==> src/rtl/signed_comb.sv <==
// -----------------------------------------------------------------------------
// signed_comb
//   Streaming signed comb (differentiator) stage: y[n] = x[n] - x[n-DELAY].
//   The delay line advances only on accepted samples, so DELAY counts samples,
//   not clocks. The result carries one bit of growth (IWIDTH+1 bits) and is
//   held in a one-deep output register behind a valid/ready handshake.
//
// Parameters
//   IWIDTH  input sample width, signed two's complement (2..32)
//   DELAY   differential delay in accepted samples (1..16)
//
// Ports
//   i_clk     clock, rising edge
//   i_rst_n   synchronous active-low reset
//   i_data    signed input sample            (IWIDTH)
//   i_valid   i_data valid this cycle
//   o_ready   block can accept a sample this cycle
//   o_data    signed difference              (IWIDTH+1)
//   o_valid   o_data valid
//   i_ready   downstream accepts o_data this cycle
//   o_sat     (SIGNED_COMB_SAT_EN only) clamping happened on this o_data
//   o_primed  DELAY samples have been accepted since reset
//
// Build option
//   SIGNED_COMB_SAT_EN  when defined, the difference is clamped to the IWIDTH
//                       signed range, sign-extended onto o_data, and o_sat is
//                       added. Latency and handshake are unchanged.
// -----------------------------------------------------------------------------
module signed_comb #(
    parameter int IWIDTH = 16,
    parameter int DELAY  = 1
) (
    input  logic              i_clk,
    input  logic              i_rst_n,
    input  logic [IWIDTH-1:0] i_data,
    input  logic              i_valid,
    output logic              o_ready,
    output logic [IWIDTH:0]   o_data,
    output logic              o_valid,
    input  logic              i_ready,
`ifdef SIGNED_COMB_SAT_EN
    output logic              o_sat,
`endif
    output logic              o_primed
);

    // Fill counter only needs to reach DELAY, then it sticks.
    localparam int            CW        = $clog2(DELAY + 1);
    localparam logic [CW-1:0] FILL_MAX  = CW'(DELAY);
    localparam logic [CW-1:0] FILL_LAST = CW'(DELAY - 1);

    // -------------------------------------------------------------------------
    // State
    // -------------------------------------------------------------------------
    logic [IWIDTH-1:0] dly_q [DELAY];
    logic [IWIDTH-1:0] dly_d [DELAY];
    logic [CW-1:0]     fill_q,   fill_d;
    logic              primed_q, primed_d;
    logic [IWIDTH:0]   data_q,   data_d;
    logic              valid_q,  valid_d;
`ifdef SIGNED_COMB_SAT_EN
    logic              sat_q,    sat_d;
`endif

    // -------------------------------------------------------------------------
    // Handshake
    // -------------------------------------------------------------------------
    logic accept;
    logic xfer;

    // One-deep output register: free slot, or the slot empties this cycle.
    assign o_ready = !valid_q || i_ready;
    assign accept  = i_valid && o_ready;
    assign xfer    = valid_q && i_ready;

    // -------------------------------------------------------------------------
    // Difference datapath
    // -------------------------------------------------------------------------
    logic [IWIDTH:0] diff_full;
    logic [IWIDTH:0] result;

    // Both operands are sign-extended by one bit first, so the subtraction
    // cannot overflow at IWIDTH+1 bits.
    assign diff_full = {i_data[IWIDTH-1], i_data}
                     - {dly_q[DELAY-1][IWIDTH-1], dly_q[DELAY-1]};

`ifdef SIGNED_COMB_SAT_EN
    logic overflow;

    // The value fits in IWIDTH signed bits exactly when the top two bits agree.
    assign overflow = diff_full[IWIDTH] ^ diff_full[IWIDTH-1];

    always_comb begin
        result = diff_full;
        if (overflow) begin
            // Sign bit of the wide result picks the rail to clamp to.
            result = diff_full[IWIDTH] ? {2'b11, {(IWIDTH-1){1'b0}}}
                                       : {2'b00, {(IWIDTH-1){1'b1}}};
        end
    end
`else
    assign result = diff_full;
`endif

    // -------------------------------------------------------------------------
    // Next-state logic
    // -------------------------------------------------------------------------
    // NOTE: every signal driven here gets a default first, so no path through
    // the block leaves it unassigned and no latch is inferred.
    always_comb begin
        dly_d    = dly_q;
        fill_d   = fill_q;
        primed_d = primed_q;
        data_d   = data_q;
        valid_d  = valid_q;
`ifdef SIGNED_COMB_SAT_EN
        sat_d    = sat_q;
`endif

        if (accept) begin
            // History ages only on accepted samples; idle cycles leave it alone.
            dly_d[0] = i_data;
            for (int k = 1; k < DELAY; k++) begin
                dly_d[k] = dly_q[k-1];
            end

            if (fill_q != FILL_MAX) begin
                fill_d = fill_q + 1'b1;
            end
            // Registered so it rises together with this sample's o_valid.
            if (fill_q == FILL_LAST) begin
                primed_d = 1'b1;
            end

            // Also covers the simultaneous transfer+accept case: the slot
            // stays full and the data is replaced.
            data_d  = result;
            valid_d = 1'b1;
`ifdef SIGNED_COMB_SAT_EN
            sat_d   = overflow;
`endif
        end else if (xfer) begin
            valid_d = 1'b0;
        end
    end

    // -------------------------------------------------------------------------
    // Registers
    // -------------------------------------------------------------------------
    // NOTE: sequential state uses non-blocking assignments only, so every flop
    // samples the pre-edge values regardless of statement order.
    always_ff @(posedge i_clk) begin
        if (!i_rst_n) begin
            // NOTE: the delay line is reset on purpose: missing history must
            // read as zero after reset, so this storage cannot be left
            // uninitialised like a plain data RAM.
            for (int k = 0; k < DELAY; k++) begin
                dly_q[k] <= '0;
            end
            fill_q   <= '0;
            primed_q <= 1'b0;
            data_q   <= '0;
            valid_q  <= 1'b0;
`ifdef SIGNED_COMB_SAT_EN
            sat_q    <= 1'b0;
`endif
        end else begin
            dly_q    <= dly_d;
            fill_q   <= fill_d;
            primed_q <= primed_d;
            data_q   <= data_d;
            valid_q  <= valid_d;
`ifdef SIGNED_COMB_SAT_EN
            sat_q    <= sat_d;
`endif
        end
    end

    assign o_data   = data_q;
    assign o_valid  = valid_q;
    assign o_primed = primed_q;
`ifdef SIGNED_COMB_SAT_EN
    assign o_sat    = sat_q;
`endif

endmodule

==> config.mk <==
export PLATFORM = sky130hd
export DESIGN_NAME = signed_comb
export DESIGN_NICKNAME = d
export VERILOG_FILES = /design/src/rtl/signed_comb.sv
export SDC_FILE = /design/constraint.sdc
export NUM_CORES = 1
export LEC_CHECK = 0
export CAP_MARGIN = 40
export CORE_UTILIZATION = 40
export CTS_BUF_LIST = sky130_fd_sc_hd__clkbuf_2
export DETAILED_ROUTE_END_ITERATION = 6
export MAX_ROUTING_LAYER = met4
export PLACE_DENSITY = 0.75
export SLEW_MARGIN = 20
export SYNTH_ARGS = -nofsm -noshare
export SYNTH_HDL_FRONTEND = slang
export SYNTH_SLANG_ARGS = --single-unit
==> constraint.sdc <==
create_clock -name i_clk -period 3.21 [get_ports i_clk]
set_input_delay 0.8025 -clock i_clk [delete_from_list [all_inputs] [get_ports i_clk]]
set_output_delay 0.8025 -clock i_clk [all_outputs]
set_load 0.1 [all_outputs]
==> metrics.md <==
| Metric | Value |
|---|---|
| Cells taking the most area after synthesis | sky130_fd_sc_hd__dfxtp_1 35%, sky130_fd_sc_hd__ha_1 9.7%, sky130_fd_sc_hd__nand2_1 9.3%, sky130_fd_sc_hd__a21oi_1 8.3%, sky130_fd_sc_hd__nor2_1 3.8% |
| Horizontal die dimension | 73.8 um |
| Depth of the worst register-to-register path | 8 |
| Synth Net Count | 307 |
| Data arrival at the endpoint of the critical path | 3140 ps |
| Critical Path Fanout Max | 4 |
| Critical path, cell by cell | clkdlybuf4s50_1 -> inv_1 -> ha_1 -> fa_1 -> nor2b_1 -> o31a_1 -> o31a_1 -> a31oi_1 -> or4_1 -> nand3_1 |
| TritonCTS clock tree | done |
| Chip height | 73.8 um |
| Critical register-to-register path startpoint | dly_q[0] |
| Total power after layout | 1.21 mW |
| Most instantiated cells after synthesis | 51 x sky130_fd_sc_hd__nand2_1, 36 x sky130_fd_sc_hd__dfxtp_1, 34 x sky130_fd_sc_hd__a21oi_1, 21 x sky130_fd_sc_hd__nor2_1, 19 x sky130_fd_sc_hd__inv_1 |
| Final Hold Fails | 0 |
| Number of distinct library cell variants in the gate-level netlist after synthesis | 41 |
| Maximum clock path buffer count | 2 |
| IO buf count | 39 |
| TNS Setup | 0 ps |
| Via Count | 1925 |
| Mean instance size in the synthesized netlist | 7.63 sq um |
| Drt first-iter violations | 85 |
| Worst Hold Path Cells | 2 |
| Fin crit share | 87.0% |
| Yosys top cell by area | sky130_fd_sc_hd__dfxtp_1 |
| Max-slew violation count | 0 |
| Cell count after synthesis | 270 |
| Worst EP required | 3560 ps |
| Nature of the critical path endpoint | flop |
| Core box area | 4850 sq um |
| Normalized max-slew margin | 69.3% |
| Number of clock buffers inserted by TritonCTS | 5 |
| Max-cap violation count | 0 |
| Largest voltage drop on the vdd net | 229 uV |
| Row count | 25 |
| Nature of the critical path startpoint | input pin |
| Seq/Total Area, Yosys | 35.0% |
| Dominant cell type by count on the critical path | sky130_fd_sc_hd__o31a_1 |
| Die footprint | 5440 sq um |
| Setup skew after layout | 23.9 ps |
| Pin count of the biggest net entering global routing | 26 |
| Via count of the first global-routing pass | 1745 |
| Synthesis-to-layout area growth | 24.0% |
| RSZ-0062 raised after global routing | no |
| Ports | 40 |
| Remaining antenna violation count | 0 |
| Root Buffer Master | sky130_fd_sc_hd__clkbuf_2 |
| Netlist Area Pre-Place | 2060 sq um |
| First drt pass iteration count | 4 |
| Fraction of layout instances using a drive strength above 1 | 12.5% |
| Number of gates resized after CTS | 0 |
| Worst Setup Path Type | input pin to flop |
| Number of buffers inserted by post-CTS setup repair | 0 |
| Diode count | 0 |
| WL/cell | 12.1 um |
| Starting utilization of the core area | 42.5% |
| Result of the run | finished clean |
| Post-synth EDFFs | 0 |
| Number of buffers inserted for hold repair after clock tree synthesis | 0 |
| Slowest CP cell | sky130_fd_sc_hd__clkdlybuf4s50_1 |
| Worst stage delay on the critical path | 470 ps |
| Number of antenna violations at the first check in global routing | 0 |
| Total global routing overflow | 0 |
| Number of register bits inferred by synthesis | 36 |
| Top-count cell post-synth | sky130_fd_sc_hd__nand2_1 |
| End of the worst register-to-register path | o_data[12] |
| Maximum achievable frequency | 0.358 GHz |
| Clk Latency, worst-skew pair | 390 ps |
| Wire length of the first global-routing pass | 7760 um |
| Routed wire length | 4600 um |
| Predominant post-synthesis flop cell | sky130_fd_sc_hd__dfxtp_1 |
| Count of final setup violators | 0 |
| All-Layer GR Usage | 18.9% |
| Count of yosys warnings during synthesis | 0 |
| Share of flip-flops with an asynchronous set or reset after synthesis | 0% |
| Lkg Pwr | 1.07 nW |
| Worst Tran Pin Value | 460 ps |
| Class of the tightest hold or removal check | flop to flop |
| Worst hold slack across all endpoints | 463 ps |
| R2R Setup Slk | 990 ps |
| NumNets Final | 348 |
| Average vias per placed instance | 5.08 |
| Number of inserted filler cells in the final layout | 486 |
| Critical hold path startpoint | o_data[4] |
| Time the final worst path needs with I/O delays and setup | 2790 ps |
| Gpl congestion | 0.858 |
| Area share of the largest cell type after synthesis | 35.0% |
| Number of design rule violations left after detail routing | 0 |
| HPWL reported at the end of detailed placement | 3510 um |
| Clock-pin slew of the registers on the worst-case setup and hold paths | 190 ps |
| Hold worst-path end | o_data[4] |
| Clock sink count | 36 |
| Number of H-tree branching levels | 2 |
| Total power per unit cell area | 474 nW/um^2 |
[sequential cells by signal, summed over array words and instances, names as in the netlist]
signal    count
o_valid       1
o_data       17
fill_q        1
o_primed      1
dly_q        16
[layer usage]
metal  track usage [%]  share of wire (%)
met1              24.0                 50
met2              30.6                 45
met3              3.02                3.8
met4              6.41                1.3
met5                 -                  0
[worst max-delay path by stage]
| stage | from | endpoint | cells past startpoint |
|---|---|---|---|
| after floorplan | o_valid | o_data[10] | 7 |
| after global placement | i_data[0] | o_data[12] | 10 |
| after detailed placement | i_data[0] | o_data[12] | 10 |
| after CTS | i_data[0] | o_data[12] | 10 |
| after global routing | i_data[0] | o_data[12] | 10 |
| final | i_data[0] | o_data[12] | 10 |
[kinds of logic after synthesis]
kind of cell / count (synthesis) / share of synthesized area (%)
buf+inv: 31 / 5.71
fa+ha+maj: 17 / 10.7
simple gates: 104 / 22.2
compound gates: 72 / 21.8
xor+xnor: 5 / 2.13
flops: 36 / 35.0
mux: 5 / 2.43
[power by group]
part | internal, mW | switching (mW)
sequential | 0.485 | 0.0198
clock | 0.0488 | 0.151
combinational | 0.160 | 0.346
total | 0.693 | 0.516
[through the flow]
| stage | area (sq um) | worst slack, ps | instances | utilization (%) |
|---|---|---|---|---|
| after detailed placement | 2510 | 16.9 | 371 | 51.9 |
| after global placement | 2510 | 80.0 | 371 | 51.9 |
| after floorplan | 2060 | 214 | 270 | - |
| final | 2550 | 417 | 379 | 52.7 |
| after CTS | 2550 | 448 | 379 | 52.7 |
| after global routing | 2550 | 273 | 379 | 52.7 |
[cell usage in the layout, fill, tap and decap left out, types with 2 or more instances in the layout]
| master | count |
|---|---|
| sky130_fd_sc_hd__a31oi_1 | 4 |
| sky130_fd_sc_hd__buf_12 | 2 |
| sky130_fd_sc_hd__nor2_1 | 21 |
| sky130_fd_sc_hd__xor2_1 | 2 |
| sky130_fd_sc_hd__o21a_1 | 5 |
| sky130_fd_sc_hd__and2_1 | 4 |
| sky130_fd_sc_hd__o31a_1 | 3 |
| sky130_fd_sc_hd__a21oi_1 | 34 |
| sky130_fd_sc_hd__a211oi_1 | 5 |
| sky130_fd_sc_hd__a21o_1 | 2 |
| sky130_fd_sc_hd__ha_1 | 16 |
| sky130_fd_sc_hd__buf_4 | 25 |
| sky130_fd_sc_hd__nand2_1 | 51 |
| sky130_fd_sc_hd__nor3b_1 | 2 |
| sky130_fd_sc_hd__xnor2_1 | 3 |
| sky130_fd_sc_hd__a31o_2 | 2 |
| sky130_fd_sc_hd__mux2i_1 | 5 |
| sky130_fd_sc_hd__nand3_1 | 10 |
| sky130_fd_sc_hd__o21ai_0 | 6 |
| sky130_fd_sc_hd__clkbuf_2 | 5 |
| sky130_fd_sc_hd__clkdlybuf4s50_1 | 19 |
| sky130_fd_sc_hd__nor2b_1 | 3 |
| sky130_fd_sc_hd__inv_1 | 19 |
| sky130_fd_sc_hd__o211ai_1 | 3 |
| sky130_fd_sc_hd__clkinv_2 | 2 |
| sky130_fd_sc_hd__dfxtp_1 | 36 |
| sky130_fd_sc_hd__nor3_1 | 5 |
[final cells by class]
class                      count  area (sq um)  share of cell area [%]
multi-input combinational    203          1220                    47.8
sequential                    36           721                    28.2
timing repair buffer          46           418                    16.4
tap                           67          83.8                    3.28
inverter                      19          71.3                    2.79
clock buffer                   5          25.0                   0.980
clock inverter                 3          13.8                   0.539
[critical path, delay by kind of cell]
kind	cells	cell delay, ps
AOI/OAI and AO/OA	3	550
and+or+nand+nor	3	660
buffers and inverters	2	510
adders and majority gates	2	620
(Power assumes the default switching activity.)
